<file path="config.mk">
export PLATFORM = sky130hd
export DESIGN_NAME = retire_trace_fifo
export DESIGN_NICKNAME = d
export VERILOG_FILES = /design/src/rtl/retire_trace_pkg.sv /design/src/rtl/retire_trace_compact.sv /design/src/rtl/retire_trace_fifo.sv
export SDC_FILE = /design/constraint.sdc
export NUM_CORES = 1
export LEC_CHECK = 0
export BUFFER_PORTS_ARGS = -buffer_cell sky130_fd_sc_hd__buf_2
export CAP_MARGIN = 30
export CORE_ASPECT_RATIO = 1.4
export CORE_MARGIN = 8
export CORE_UTILIZATION = 65
export DETAILED_ROUTE_END_ITERATION = 7
export PLACE_DENSITY_LB_ADDON = 0.08
export SLEW_MARGIN = 20
export SYNTH_ARGS = -nofsm -noshare
export SYNTH_HDL_FRONTEND = slang
export SYNTH_SLANG_ARGS = --single-unit
</file>
<file path="constraint.sdc">
create_clock -name hz1_clk -period 11.4 [get_ports hz1_clk]
set_input_delay 1.14 -clock hz1_clk [delete_from_list [all_inputs] [get_ports hz1_clk]]
set_output_delay 1.14 -clock hz1_clk [all_outputs]
set_load 0.1 [all_outputs]
</file>
<file path="src/rtl/retire_trace_pkg.sv">
// ============================================================================
// retire_trace_pkg : shared constants and entry-layout helpers for the retire trace FIFO
// Rev 1.0
// ============================================================================
`default_nettype none

package retire_trace_pkg;

    localparam int REG_IDX_W = 5;

    function automatic int lane_w(input int n);
        return (n > 1) ? $clog2(n) : 1;
    endfunction

    // Entry layout, LSB first: data | reg | lane | stamp (stamp only when enabled)
    function automatic int entry_reg_lsb(input int data_w);
        return data_w;
    endfunction

    function automatic int entry_lane_lsb(input int data_w);
        return data_w + REG_IDX_W;
    endfunction

    function automatic int entry_stamp_lsb(input int data_w, input int lane_bits);
        return data_w + REG_IDX_W + lane_bits;
    endfunction

    function automatic int entry_w(input int data_w, input int lane_bits,
                                   input bit stamp_en, input int stamp_w);
        return entry_stamp_lsb(data_w, lane_bits) + (stamp_en ? stamp_w : 0);
    endfunction

endpackage

`default_nettype wire

</file>
<file path="src/rtl/retire_trace_compact.sv">
// ============================================================================
// retire_trace_compact : prefix-sum of the eligible-lane vector (slot offset per lane, total)
// Rev 1.0
// ============================================================================
`default_nettype none

module retire_trace_compact #(
    parameter int NUM_LANES = 2,
    parameter int OFS_W     = $clog2(NUM_LANES + 1)
) (
    input  logic [NUM_LANES-1:0]       elig,
    output logic [NUM_LANES*OFS_W-1:0] offset,
    output logic [OFS_W-1:0]           total
);

    logic [OFS_W-1:0] acc;

    always_comb begin
        acc    = '0;
        offset = '0;
        for (int i = 0; i < NUM_LANES; i++) begin
            offset[i*OFS_W +: OFS_W] = acc;
            acc = acc + OFS_W'(elig[i]);
        end
        total = acc;
    end

endmodule

`default_nettype wire

</file>
<file path="src/rtl/retire_trace_fifo.sv">
// ============================================================================
// retire_trace_fifo : multi-lane write-back capture buffer with FWFT single-pop read port
// Optional RETIRE_TRACE_TIMESTAMP_EN: per-entry cycle stamp and rd_stamp output
// Rev 1.0
// ============================================================================
`default_nettype none

module retire_trace_fifo
    import retire_trace_pkg::*;
#(
    parameter int NUM_LANES = 2,
    parameter int DATA_W    = 32,
    parameter int DEPTH     = 16,
    parameter int STAMP_W   = 16
) (
    input  logic                           hz1_clk,
    input  logic                           n_rst,
    input  logic [NUM_LANES-1:0]           wr_en,
    input  logic [NUM_LANES*REG_IDX_W-1:0] wr_reg,
    input  logic [NUM_LANES*DATA_W-1:0]    wr_data,
    input  logic                           filter_x0,
    input  logic                           freeze,
    input  logic                           clear,
    input  logic                           rd_ready,
    output logic                           rd_valid,
    output logic [DATA_W-1:0]              rd_data,
    output logic [REG_IDX_W-1:0]           rd_reg,
    output logic [lane_w(NUM_LANES)-1:0]   rd_lane,
    output logic [$clog2(DEPTH):0]         count,
    output logic                           full,
    output logic                           empty,
    output logic                           overflow
`ifdef RETIRE_TRACE_TIMESTAMP_EN
    ,
    output logic [STAMP_W-1:0]             rd_stamp
`endif
);

    localparam int PTR_W    = $clog2(DEPTH);
    localparam int CNT_W    = PTR_W + 1;
    localparam int LANE_W   = lane_w(NUM_LANES);
    localparam int OFS_W    = $clog2(NUM_LANES + 1);
    localparam int REG_LSB  = entry_reg_lsb(DATA_W);
    localparam int LANE_LSB = entry_lane_lsb(DATA_W);
`ifdef RETIRE_TRACE_TIMESTAMP_EN
    localparam bit STAMP_EN  = 1'b1;
    localparam int STAMP_LSB = entry_stamp_lsb(DATA_W, LANE_W);
`else
    localparam bit STAMP_EN  = 1'b0;
`endif
    localparam int ENTRY_W  = entry_w(DATA_W, LANE_W, STAMP_EN, STAMP_W);

    logic [PTR_W-1:0]           r_head;
    logic [PTR_W-1:0]           r_tail;
    logic [CNT_W-1:0]           r_count;
    logic                       r_overflow;
    logic [ENTRY_W-1:0]         mem [DEPTH];

    logic [NUM_LANES-1:0]       w_elig;
    logic [NUM_LANES-1:0]       w_accept;
    logic [NUM_LANES*OFS_W-1:0] w_ofs;
    logic [OFS_W-1:0]           w_total;
    logic [ENTRY_W-1:0]         w_entry [NUM_LANES];
    logic [ENTRY_W-1:0]         w_head;
    logic                       w_empty;
    logic                       w_pop;
    logic [CNT_W-1:0]           w_free;
    logic [CNT_W-1:0]           w_acc_n;
    logic                       w_drop;

`ifdef RETIRE_TRACE_TIMESTAMP_EN
    logic [STAMP_W-1:0]         r_stamp;
`endif

    assign w_empty = (r_count == '0);
    assign w_pop   = ~w_empty & rd_ready;
    // A slot vacated by this cycle's pop is immediately reusable by a push
    assign w_free  = CNT_W'(DEPTH) - r_count + CNT_W'(w_pop);
    assign w_drop  = CNT_W'(w_total) > w_free;
    assign w_acc_n = w_drop ? w_free : CNT_W'(w_total);

    retire_trace_compact #(
        .NUM_LANES (NUM_LANES),
        .OFS_W     (OFS_W)
    ) u_compact (
        .elig   (w_elig),
        .offset (w_ofs),
        .total  (w_total)
    );

    for (genvar i = 0; i < NUM_LANES; i++) begin : g_lane
        assign w_elig[i] = wr_en[i] & ~freeze
                         & ~(filter_x0 & (wr_reg[i*REG_IDX_W +: REG_IDX_W] == '0));
        assign w_accept[i] = w_elig[i] & (CNT_W'(w_ofs[i*OFS_W +: OFS_W]) < w_free);
`ifdef RETIRE_TRACE_TIMESTAMP_EN
        assign w_entry[i] = {r_stamp, LANE_W'(i), wr_reg[i*REG_IDX_W +: REG_IDX_W],
                             wr_data[i*DATA_W +: DATA_W]};
`else
        assign w_entry[i] = {LANE_W'(i), wr_reg[i*REG_IDX_W +: REG_IDX_W],
                             wr_data[i*DATA_W +: DATA_W]};
`endif
    end

    always_ff @(posedge hz1_clk or negedge n_rst) begin
        if (!n_rst) begin
            r_head     <= '0;
            r_tail     <= '0;
            r_count    <= '0;
            r_overflow <= 1'b0;
        end else if (clear) begin
            r_head     <= '0;
            r_tail     <= '0;
            r_count    <= '0;
            r_overflow <= 1'b0;
        end else begin
            r_head  <= r_head + PTR_W'(w_pop);
            r_tail  <= r_tail + PTR_W'(w_acc_n);
            r_count <= r_count + w_acc_n - CNT_W'(w_pop);
            if (w_drop) begin
                r_overflow <= 1'b1;
            end
        end
    end

`ifdef RETIRE_TRACE_TIMESTAMP_EN
    always_ff @(posedge hz1_clk or negedge n_rst) begin
        if (!n_rst) begin
            r_stamp <= '0;
        end else if (clear) begin
            r_stamp <= '0;
        end else begin
            r_stamp <= r_stamp + 1'b1;
        end
    end
`endif

    // Storage carries no reset; only entries between head and tail are ever observed
    always_ff @(posedge hz1_clk) begin
        if (n_rst && !clear) begin
            for (int i = 0; i < NUM_LANES; i++) begin
                if (w_accept[i]) begin
                    mem[r_tail + PTR_W'(w_ofs[i*OFS_W +: OFS_W])] <= w_entry[i];
                end
            end
        end
    end

    assign w_head   = mem[r_head];
    assign rd_valid = ~w_empty;
    assign rd_data  = w_empty ? '0 : w_head[DATA_W-1:0];
    assign rd_reg   = w_empty ? '0 : w_head[REG_LSB +: REG_IDX_W];
    assign rd_lane  = w_empty ? '0 : w_head[LANE_LSB +: LANE_W];
`ifdef RETIRE_TRACE_TIMESTAMP_EN
    assign rd_stamp = w_empty ? '0 : w_head[STAMP_LSB +: STAMP_W];
`endif
    assign count    = r_count;
    assign full     = (r_count == CNT_W'(DEPTH));
    assign empty    = w_empty;
    assign overflow = r_overflow;

endmodule

`default_nettype wire

</file>
* Word level (Yosys, flattened, before mapping)
Memory sizes are Yosys's and may differ from the RTL's.
Index checks and enable logic that the tools add are counted.
Widths: inputs -> output; s select.
** Word-level totals
- Register bits after elaboration :: 14
- RAM bits :: 608
- Input port bits :: 82
- Output and inout bits :: 47
- Word-level logic and storage cells :: 51
- Memories kept :: 1
** Cells by class
- Add/sub/neg operators :: 8
- Magnitude comparators :: 3
- Equal/unequal tests :: 1
- Mux-type cells :: 15
- Bitwise gates (word level) :: 13
- Reductions and logical operators :: 6
** Memory list
- mem :: words 16, width 38, read ports 1, clocked after Yosys merged registers in 0, wr ports 2, line retire_trace_fifo.sv:57 : logic [ENTRY_W-1:0] mem [DEPTH];
** Operators with widths (number)
- $mux 32 :: 1
- $logic_not 5->1 :: 3
- $mux 5 :: 3
- $and 1x1->1 :: 9
- $mux 1 :: 9
- $add 4x1->4 :: 2
- $mux 4 :: 2
- $add 5x1->5 :: 1
- $add 5x5->5 :: 1
- $eq 5x5->1 const B :: 1
- $gt 2x5->1 :: 1
- $lt 1x5->1 :: 1
- $lt 1x5->1 const A :: 1
- $sub 5x1->5 :: 1
- $sub 5x5->5 const A :: 1
- $add 4x4->4 :: 1
- $not 1->1 :: 4
- $add 1x1->2 :: 1
- $reduce_bool 2->1 :: 1
- $logic_and 1x1->1 :: 1
- $logic_not 1->1 :: 1

* Depth between registers and ports, before layout
- Depth after elaboration :: 10
- Gate-level depth with buffers :: 22
- Depth with buffers taken out :: 21

* By module
Synthesis repeated with hierarchy kept, for this count alone.
** Unflattened totals
- Cells, all modules :: 3078
- Area, all modules :: 35446.5 µm²
** By module, submodules not included
- retire_trace_fifo :: instances 1, cells each 3072, area each 35400.2 µm²
- retire_trace_compact :: instances 1, cells each 6, area each 46.3 µm²

* Worst setup path before layout
Ideal clock, no wire load.
- Path kind :: flip-flop to flip-flop
- Start :: register r_count[2] (netlist: count[2])
- End :: memory mem[0][0] (netlist name) (enable)
- Library setup time :: 0.483 ns
- Data arrival time :: 6.480 ns
- Path slack :: 4.438 ns
- Stages on the path, launching flop included :: 14
- Path buffers :: 2
- Period minus slack after synthesis :: 6.962 ns
- Cell sequence :: dfrtp_1 -> or2_2 -> or4_1 -> clkbuf_1 -> nand2_1 -> ha_1 -> inv_1 -> ha_1 -> inv_1 -> nand3_1 -> o21a_1 -> clkbuf_1 -> nand2b_1 -> o21ai_0
** RTL lines
- start: declaration :: line retire_trace_fifo.sv:55 : logic [CNT_W-1:0] r_count;
- start signal: assignment :: line retire_trace_fifo.sv:118 : r_count <= r_count + w_acc_n - CNT_W'(w_pop);
- end: declaration :: line retire_trace_fifo.sv:57

==> results.cfg <==
[critical_path]
critPathMaxFanout = 42
end_kind = flop
crit_slowest_cell = or4_2
cpMostUsedCell = buf_4
path_cells = or2_2 > or4_2 > buf_16 > nand2_1 > ha_1 > inv_1 > ha_1 > inv_1 > nand3_1 > o211a_4 > buf_4 > buf_4 > nand2_1 > nand2_2 > buf_4
worst_ep_required_time_ps = 11680
cp_slowest_stage_delay_ps = 910
critPathLaunchType = flop
criticalPathCategory = flop to flop
cp.arrival_ps = 6440

[clocking]
cts.sinks = 622
cts_tree = built
cts_hold_buf = 0
post_cts_buffers = 0
clk_pin_slew_ps = 70
ctsLongestPathBuffers = 3
clock_latency_ps = 650
ctsResizeCount = 0
cts_max_level = 2
cts-buffers-inserted = 60
ctsRootBufferMaster = clkbuf_16

[placed_design]
dpl.hpwl_um = 65300
place.gp.congestion = 0.856
io_buffers = 128
dp_slack_ps = 5350

[global_route]
grt_max_degree = 232
grt_pass1_wl_um = 172000
antenna_found_initial = 3
grt.total_usage_pct = 36.0
overflow = 0
grt_pass1_vias = 26639

[synthesis]
syn_avg_cell_area_um2 = 13.5
synth_top_area_cell = edfxtp_1
synth.top_cell.area_share_pct = 48.7
synth_cells = 2707
synth_warnings = 0
synth_area_um2 = 36500
synth_seq_cells = 622
synth.distinct_cells = 67
synth-async-reset-ratio_pct = 2.25
synth_edf_count = 592
synthFlopType = edfxtp_1
synth_area_leaders = edfxtp_1, mux2_2, mux4_2
ys_seq_area_share_pct = 50.6

[min_path]
hold_class = input port to asynchronous set/reset pin

[timing]
tns_ps = 0
fin_skew_ps = 29.3
tightest_slew_ps = 1220
grt_setup_unrepaired = no
hold_viol = 0
setup_viol = 0
finalCriticalPeriod_ps = 6160
slew_headroom_pct = 18.7
timing.hold.ws_ps = 436
period_share_pct = 54.0
fmax_ghz = 0.162
finalMaxSlewViolations = 0
layout_setup_ws_ps = 5240

[route]
dr.first_iter.drc_count = 3334
drt_wl_total_um = 116000
ant_nets = 0
wire_per_inst_um = 33.6
drc = 0
num_vias = 25573
firstDrtPassIters = 5
vias_per_cell = 7.40

[die]
rows = 103
ios = 129
initial_core_util_pct = 65.2
dieArea_um2 = 64100
core_area_um2 = 55900
die_width_um = 216
die_height_um = 296

[power_and_ir_drop]
power.total_mw = 6.98
leakage_nw = 14.2
vdd_ir_drop_max_uv = 134
power_density_nw_per_um2 = 176

[finish]
utilization_pct = 70.8
syn_to_final_growth_pct = 8.61
n_fill_cell = 3808
post_route_cells_drive_above_1_share_pct = 40.7
fin_nets = 2774

[run_status]
status = complete, no violations

[run]
drv_cap = 0
[logic make-up after synthesis]
| group | share of synthesized area, % |
|---|---|
| compound gates | 1.77 |
| xor+xnor | 0.192 |
| fa+ha+maj | 0.796 |
| buf+inv | 4.25 |
| flops | 50.6 |
| mux | 30.3 |
| other cells | 0.0206 |
| simple gates | 12.1 |
[metrics by stage]
step,area (µm²),std cells
final,39600,3458
after global routing,39600,3458
after CTS,39500,3454
after detailed placement,37700,3340
after global placement,37500,3336
after floorplan,36500,2708
[report_power, final]
part | total, mW | leakage [nW] | internal, mW | switching, mW
clock | 1.97 | 0.915 | 1.07 | 0.900
sequential | 2.62 | 5.68 | 2.54 | 0.0815
combinational | 2.40 | 7.58 | 0.608 | 1.79
total | 6.98 | 14.2 | 4.21 | 2.77
[layout by cell type (no fill, tap or decap), drive strengths merged, types with 5 or more instances in the layout]
| master | instances |
|---|---|
| xor2 | 5 |
| dfxtp | 16 |
| a21oi | 5 |
| edfxtp | 592 |
| o2111ai | 13 |
| inv | 36 |
| nand2b | 9 |
| o21ai | 25 |
| nor2b | 8 |
| nor3 | 457 |
| ha | 20 |
| clkinv | 20 |
| nand2 | 165 |
| o211ai | 9 |
| and3 | 148 |
| and2 | 39 |
| mux4 | 190 |
| dfrtp | 14 |
| buf | 194 |
| clkbuf | 91 |
| mux2 | 593 |
| nor2 | 18 |
| a21bo | 5 |
[worst max-delay path, delay by kind of cell, from the launching register on]
| kind | cells | cell delay [ps] |
|---|---|---|
| flops | 1 | 430 |
| fa+ha+maj | 2 | 550 |
| simple gates | 6 | 2270 |
| buf+inv | 6 | 1970 |
| compound gates | 1 | 480 |
[registers in the layout, indices dropped and copies added (netlist names)]
name,cells
count,5
mem,608
overflow,1
r_head,4
r_tail,4
[final timing paths]
kind / from / to / slack (ps) / cells after the start
max: count[2] / mem[7][30] / 5240 / 15
min: n_rst / r_tail[3] / 440 / 1
max reg2reg: count[2] / mem[7][30] / 5240 / 15
min reg2reg: mem[2][37] / mem[2][37] / 470 / 2
max in group asynchronous: n_rst / r_head[1] / 10650 / 1
min in group hz1_clk: mem[2][37] / mem[2][37] / 470 / 2
[routing by layer]
| layer | global-route usage, % | part of all wire (%) | up-vias |
|---|---|---|---|
| met4 | 17.3 | 5.4 | 2 |
| met2 | 60.2 | 49 | 1800 |
| met1 | 45.0 | 35 | 12911 |
| met3 | 7.12 | 11 | 403 |
| li1 | - | - | 10457 |
| met5 | 0 | 0.010 | - |
[final cells by class]
type                       count  area [µm²]  area share, %
tap                          735         920           2.32
antenna                        1        2.50        0.00632
inverter                      36         135          0.341
sequential                   622       18500           46.6
multi-input combinational   1756       16900           42.7
timing repair buffer         194        1310           3.32
clock inverter                23         145          0.366
clock buffer                  91        1730           4.37
[cells in the mapped netlist (9+ instances only)]
library cell / number
nand2_1: 165
mux2_4: 17
buf_4: 19
and3_1: 148
mux2_2: 555
and2_1: 39
buf_6: 15
nor2_1: 15
buf_2: 102
nor3_1: 456
dfxtp_1: 16
edfxtp_1: 592
nand2b_1: 9
buf_1: 15
inv_1: 34
ha_1: 20
mux4_2: 190
dfrtp_1: 14
mux2_1: 21
clkbuf_1: 143
o21ai_0: 21
(Power assumes the default switching activity.)
